**config.mk**
```make
export PLATFORM = sky130hd
export DESIGN_NAME = bin_collector_flat
export DESIGN_NICKNAME = d
export VERILOG_FILES = /design/src/rtl/bin_collector_if.sv /design/src/rtl/bin_collector.sv /design/src/flat_wrapper.sv
export SDC_FILE = /design/constraint.sdc
export NUM_CORES = 2
export LEC_CHECK = 0
export CAP_MARGIN = 15
export CORE_AREA = 2 2 867 437
export DETAILED_ROUTE_END_ITERATION = 7
export DIE_AREA = 0 0 869 439
export GPL_TIMING_DRIVEN = 0
export PLACE_DENSITY = 0.65
export SKIP_LAST_GASP = 1
export SLEW_MARGIN = 25
export SYNTH_ARGS = -nofsm -noshare
export SYNTH_HDL_FRONTEND = slang
export SYNTH_MEMORY_MAX_BITS = 65536
export SYNTH_SLANG_ARGS = --single-unit
```
**constraint.sdc**
```tcl
create_clock -name clk_cal -period 4.31 [get_ports clk_cal]
set_input_delay 0.862 -clock clk_cal [delete_from_list [all_inputs] [get_ports clk_cal]]
set_output_delay 0.862 -clock clk_cal [all_outputs]
set_load 0.01 [all_outputs]
```
**src/rtl/bin_collector_if.sv**
```systemverilog
// bin_collector_if: bin write strobe and frame stream handshake between CORDIC, collector and IFFT.
interface bin_collector_if #(
  parameter int WIDTH  = 32,
  parameter int ADDR_W = 6
);
  logic              bin_valid;
  logic [WIDTH-1:0]  bin_data;
  logic [ADDR_W-1:0] bin_index;
  logic              ifft_ready;
  logic              ifft_valid;
  logic [WIDTH-1:0]  ifft_data;
  logic [ADDR_W-1:0] ifft_index;
  logic              ifft_last;
  logic              overflow;
  logic [7:0]        frame_count;
  modport master (
    output bin_valid, bin_data, bin_index, ifft_ready,
    input  ifft_valid, ifft_data, ifft_index, ifft_last, overflow, frame_count
  );
  modport slave (
    input  bin_valid, bin_data, bin_index, ifft_ready,
    output ifft_valid, ifft_data, ifft_index, ifft_last, overflow, frame_count
  );
endinterface

```
**src/rtl/bin_collector.sv**
```systemverilog
// bin_collector: ping-pong 64-bin frame assembler streaming complete frames in bin order.
module bin_collector #(
  parameter int WIDTH  = 32,
  parameter int ADDR_W = 6
) (
  input logic            clk_cal,
  input logic            rst,
  bin_collector_if.slave bus
);
  localparam int NBINS = 2 ** ADDR_W;
  typedef enum logic [1:0] {EMPTY, FILLING, FULL, DRAIN} bank_t;
  typedef enum logic [1:0] {IDLE, LOAD, STREAM} rd_t;
  logic [WIDTH-1:0]  mem [2][NBINS];
  logic [NBINS-1:0]  mask [2];
  bank_t             bank_st [2];
  rd_t               st;
  logic              wr_bank, rd_bank, oth, wr_ok, complete, drain_done, pick;
  logic [NBINS-1:0]  mask_new;
  logic [ADDR_W-1:0] nxt;
  always_comb begin
    oth        = ~wr_bank;
    wr_ok      = bus.bin_valid && bank_st[wr_bank] == FILLING;
    mask_new   = mask[wr_bank] | (NBINS'(1) << bus.bin_index);
    complete   = wr_ok && &mask_new;
    drain_done = st == STREAM && bus.ifft_ready && bus.ifft_last;
    pick       = bank_st[oth] == FULL ? oth : wr_bank;
    nxt        = bus.ifft_index + ADDR_W'(1);
  end
  always_ff @(posedge clk_cal)
    if (wr_ok && !rst) mem[wr_bank][bus.bin_index] <= bus.bin_data;
  always_ff @(posedge clk_cal) begin
    if (rst) begin
      mask[0]         <= '0;
      mask[1]         <= '0;
      bank_st[0]      <= FILLING;
      bank_st[1]      <= EMPTY;
      wr_bank         <= 1'b0;
      rd_bank         <= 1'b0;
      st              <= IDLE;
      bus.ifft_valid  <= 1'b0;
      bus.ifft_data   <= '0;
      bus.ifft_index  <= '0;
      bus.ifft_last   <= 1'b0;
      bus.overflow    <= 1'b0;
      bus.frame_count <= '0;
    end else begin
      bus.overflow <= bus.bin_valid && !wr_ok;
      if (wr_ok) mask[wr_bank] <= complete ? '0 : mask_new;
      if (complete) begin
        bank_st[wr_bank] <= FULL;
        if (bank_st[oth] == EMPTY) begin
          bank_st[oth] <= FILLING;
          wr_bank      <= oth;
        end
      end
      case (st)
        IDLE:
          if (bank_st[0] == FULL || bank_st[1] == FULL) begin
            bank_st[pick] <= DRAIN;
            rd_bank       <= pick;
            st            <= LOAD;
          end
        LOAD: begin
          bus.ifft_valid <= 1'b1;
          bus.ifft_data  <= mem[rd_bank][0];
          bus.ifft_index <= '0;
          bus.ifft_last  <= 1'b0;
          st             <= STREAM;
        end
        STREAM:
          if (drain_done) begin
            bus.ifft_valid  <= 1'b0;
            bus.ifft_last   <= 1'b0;
            bus.frame_count <= bus.frame_count + 8'd1;
            st              <= IDLE;
            // the freed bank takes over filling unless the other bank is still filling after this edge
            if (wr_bank != rd_bank && bank_st[wr_bank] == FILLING && !complete)
              bank_st[rd_bank] <= EMPTY;
            else begin
              bank_st[rd_bank] <= FILLING;
              wr_bank          <= rd_bank;
            end
          end else if (bus.ifft_ready) begin
            bus.ifft_data  <= mem[rd_bank][nxt];
            bus.ifft_index <= nxt;
            bus.ifft_last  <= &nxt;
          end
        default: st <= IDLE;
      endcase
    end
  end
endmodule

```
**src/flat_wrapper.sv**
```systemverilog
// flat-port wrapper written by rule: the top's interface ports become plain ports
module bin_collector_flat 
#(
  parameter int WIDTH  = 32,
  parameter int ADDR_W = 6
)
  (clk_cal, rst, bus_bin_valid, bus_bin_data, bus_bin_index, bus_ifft_ready, bus_ifft_valid, bus_ifft_data, bus_ifft_index, bus_ifft_last, bus_overflow, bus_frame_count);
  bin_collector_if #(.WIDTH(WIDTH), .ADDR_W(ADDR_W)) bus_i ();
  input logic clk_cal;
  input logic rst;
  input wire logic [$bits(bus_i.bin_valid)-1:0] bus_bin_valid;
  input wire logic [$bits(bus_i.bin_data)-1:0] bus_bin_data;
  input wire logic [$bits(bus_i.bin_index)-1:0] bus_bin_index;
  input wire logic [$bits(bus_i.ifft_ready)-1:0] bus_ifft_ready;
  output wire logic [$bits(bus_i.ifft_valid)-1:0] bus_ifft_valid;
  output wire logic [$bits(bus_i.ifft_data)-1:0] bus_ifft_data;
  output wire logic [$bits(bus_i.ifft_index)-1:0] bus_ifft_index;
  output wire logic [$bits(bus_i.ifft_last)-1:0] bus_ifft_last;
  output wire logic [$bits(bus_i.overflow)-1:0] bus_overflow;
  output wire logic [$bits(bus_i.frame_count)-1:0] bus_frame_count;
  assign bus_i.bin_valid = bus_bin_valid;
  assign bus_i.bin_data = bus_bin_data;
  assign bus_i.bin_index = bus_bin_index;
  assign bus_i.ifft_ready = bus_ifft_ready;
  assign bus_ifft_valid = bus_i.ifft_valid;
  assign bus_ifft_data = bus_i.ifft_data;
  assign bus_ifft_index = bus_i.ifft_index;
  assign bus_ifft_last = bus_i.ifft_last;
  assign bus_overflow = bus_i.overflow;
  assign bus_frame_count = bus_i.frame_count;
  bin_collector #(.WIDTH(WIDTH), .ADDR_W(ADDR_W)) u_core (.clk_cal(clk_cal), .rst(rst), .bus(bus_i));
endmodule
```
==> results.tsv <==
stage	metric	value	unit
run_status	status	finished with violations	
run_status	violations	negative setup slack	
timing	setup_viol	164	
yosys	synth_cells	8027	
job	timing.max_cap.violations	0	
grt	antenna_found_initial	67	
critical_path	crit_path_cell_trace	buf_12 > buf_16 > buf_16 > buf_4 > buf_4 > buf_4 > clkbuf_4 > buf_4 > mux4_2 > o21ai_0 > a211oi_2 > nor4b_1 > o32ai_1	
placement	place_hpwl	508000	um
floorplan	dieArea	381000	um2
layout	fill_cells	28000	
critical_path	rr_worst_depth	13	
floorplan	dieWidth	869	um
layout	nets	9080	
critical_path	reg2reg_from	u_core.bus.ifft_index[0]$_SDFFE_PP0P_	
grt	busiest_layer	met1	
grt	grtUsageTotal	35.7	%
floorplan	die_y	439	um
placement	place_ws	-5380	ps
critical_path	worstPathArrival	5490	ps
yosys	synth-seq-cells	4282	
placement	port_buffers	88	
timing	finClkSkew	119	ps
critical_path	rr_endpoint	u_core.bus.ifft_data[6]$_SDFFE_PP0P_	
timing	relSlewSlack	14.4	%
grt	grt_max_degree	97	
floorplan	placementRows	159	
critical_path	crit_type	reg -> reg	
power_and_ir_drop	p_leak	62.2	nW
layout	fin_area	201000	um2
critical_path	path_buf_inv	8	
yosys	yosysWarnings	0	
timing	timing.final.max_slew_violations	0	
layout	syn_to_final_growth	19.9	%
cts	cts.sinks	4282	
cts	htree_levels	5	
critical_path	worst_path_largest_cell_delay	650	ps
cts	clkTransAtPathRegs	70	ps
hold_path	holdPathStages	1	
yosys	synthArstFlopShare	0	%
hold_path	hold_start	bus_bin_data[6]	
timing	hold_viol	0	
grt	grt_pass1_wl	888000	um
yosys	synth_edf_count	4228	
timing	tightest_slew	1280	ps
yosys	synthFlopType	edfxtp_1	
floorplan	initial_core_util	44.9	%
power_and_ir_drop	power	86.4	mW
layout	drive_gt1_share	32.4	%
power_and_ir_drop	power_density	430	nW/um2
yosys	yosysSeqAreaShare	76.4	%
floorplan	coreArea	374000	um2
layout	final_cell_mix	4228 x edfxtp_1, 1035 x mux4_2, 512 x nand2_1, 385 x clkbuf_16, 248 x buf_4	
routing	drtIter0Drc	23200	
floorplan	ios	91	
hold_path	whs_endpoint	u_core.mem[1][1062]$_DFFE_PP_	
cts	holdBufCountCts	0	
power_and_ir_drop	vdd_ir_drop_max	0.000343	V
routing	wl_per_cell	48.2	um
yosys	synth.avg_cell_area	20.9	um2
routing	viasPerCell	7.09	
critical_path	crit_path_start_kind	flop	
yosys	synth_fp_nets	8075	
yosys	synth_top_area_cell	edfxtp_1	
critical_path	critPathMostFrequentCell	buf_4	
grt	grt-ovfl-total	0	
timing	rsz0062_at_grt	true	
routing	vias	102000	
routing	drc	0	
critical_path	rrSetupSlack	-330	ps
placement	placed_cell_area	185000	um2
routing	drt_first_pass_iters	8	
cts	clock_path_buffers	4	
yosys	synth_area_leaders	edfxtp_1 76%, mux4_2 14%, mux2i_1 1.5%, nand2_1 1.2%, dfxtp_1 0.64%	
critical_path	cp.required	5160	ps
yosys	synth_top_area_share	75.7	%
cts	cts_tree	built	
layout	multi_input_area	40100	um2
cts	clk_latency	1020	ps
cts	root_buffer	clkbuf_16	
routing	postRouteAntennaNets	0	
critical_path	cp-end-kind	flop	
hold_path	hold_path_class	in -> reg	
critical_path	cpMaxStageDelayCell	nor4b_1	
grt	grt_pass1_vias	90500	
timing	setup_ws	-329	ps
timing	hold_slack	246	ps
placement	gp_congestion	1.03	
cts	numCtsBuffers	373	
grt	use_met3	25.3	%
timing	max_freq	216	MHz
critical_path	cp_top_family	buffers and inverters	
layout	final_common_cell	edfxtp_1	
layout	seqCellArea	128000	um2
yosys	syn-cell-area	168000	um2
timing	min_period_over_period	108	%
grt	grtUsageMet1	50.9	%
yosys	ys_types	86	
timing	period_minus_slack	4640	ps
critical_path	crit_path_max_fanout	10	
layout	fin_util	53.8	%
grt	globalRouteMet2Util	41.8	%
routing	wl	693000	um
[Yosys cell counts (19+ instances only)]
master / count
edfxtp_1: 4228
nor2b_1: 62
o21ai_0: 85
o211ai_1: 23
o41ai_1: 19
nand2_1: 521
buf_2: 145
mux2i_1: 248
nor3_1: 83
and3_1: 32
a31oi_1: 21
a221oi_1: 87
nor3_2: 31
a311oi_1: 24
dfxtp_1: 54
buf_6: 36
o21ai_1: 19
nand3_1: 58
clkbuf_1: 221
a2111oi_0: 56
a21oi_1: 125
nor4_1: 38
a211oi_1: 81
o31ai_1: 21
and2_1: 52
buf_1: 31
mux4_2: 1035
nor2_1: 250
nand4_1: 20
buf_4: 70
[layout make-up]
type                            count  share of cell area [%]
Antenna cell                       49                  0.0610
Buffer                            495                    1.91
Clock buffer                      454                    4.91
Clock inverter                    225                    1.15
Inverter                            9                  0.0212
Multi-Input combinational cell   3229                    19.9
Sequential cell                  4282                    63.7
Tap cell                         4991                    3.11
Timing Repair Buffer              642                    5.22
[cells by family after synthesis]
| family | share of synthesized area, % |
|---|---|
| and+or+nand+nor | 3.41 |
| DFF | 76.4 |
| adders and majority gates | 0.0448 |
| buffers and inverters | 1.60 |
| xor gates and xnor gates | 0.0873 |
| AOI/OAI and AO/OA | 2.99 |
| muxes | 15.5 |
[metrics by stage]
| step | setup TNS [ps] | std cells |
|---|---|---|
| floorplan | -23290 | 8027 |
| global placement | - | 13100 |
| detailed placement | -739810 | 13600 |
| CTS | -2440 | 14300 |
| global route | -324 | 14300 |
| finish | -11900 | 14400 |
[how the worst max path moves through the flow]
stage,startpoint,endpoint,cells past startpoint
final,u_core.bus.ifft_index[0]$_SDFFE_PP0P_,u_core.bus.ifft_data[6]$_SDFFE_PP0P_,13
after global routing,u_core.bus.ifft_index[0]$_SDFFE_PP0P_,u_core.bus.ifft_data[8]$_SDFFE_PP0P_,17
after CTS,u_core.bus.ifft_index[0]$_SDFFE_PP0P_,u_core.bus.ifft_data[22]$_SDFFE_PP0P_,18
after detailed placement,u_core.bus.ifft_index[0]$_SDFFE_PP0P_,u_core.bus.ifft_data[19]$_SDFFE_PP0P_,18
after global placement,u_core.bus.ifft_index[0]$_SDFFE_PP0P_,u_core.bus.ifft_data[25]$_SDFFE_PP0P_,16
after floorplan,bus_bin_index[3],u_core.mem[1][800]$_DFFE_PP_,5
[power by group]
part	internal (mW)	total, mW	switching [mW]
Clock	18.9	34.9	16.0
Sequential	45.8	45.9	0.112
Combinational	1.83	5.58	3.75
[routing by layer]
metal | vias to the layer above | wire length, um | share of wire, %
li1 | 35700 | - | -
met1 | 53900 | 261000 | 38
met2 | 10800 | 248000 | 36
met3 | 1425 | 153000 | 22
met4 | 80 | 26800 | 3.9
met5 | - | 4620 | 0.67
[flip-flops by register name, summed over array words and instances, names as in the netlist, 2 cells and up, named ones only]
name                    flops
u_core.mask               128
u_core.bus.ifft_data       32
u_core.bank_st              4
u_core.bus.frame_count      8
u_core.st                   2
u_core.mem               4096
u_core.bus.ifft_index       6
[worst register-to-register path, stage by stage (launching register included)]
cell and delay (ps):
dfxtp_4 360, buf_12 160, buf_16 240, buf_16 200
buf_4 120, buf_4 220, buf_4 470, clkbuf_4 640
buf_4 510, mux4_2 380, o21ai_0 210, a211oi_2 220
nor4b_1 650, o32ai_1 140
[what timing repair did]
action / CTS / global route
gates cloned: 3 / 0
pin swaps: 36 / 38
resized for setup: 489 / 237
setup endpoints to repair: 700 / 269
buffers inserted: 51 / 23
Note: power is estimated with default switching activity, not from simulation.
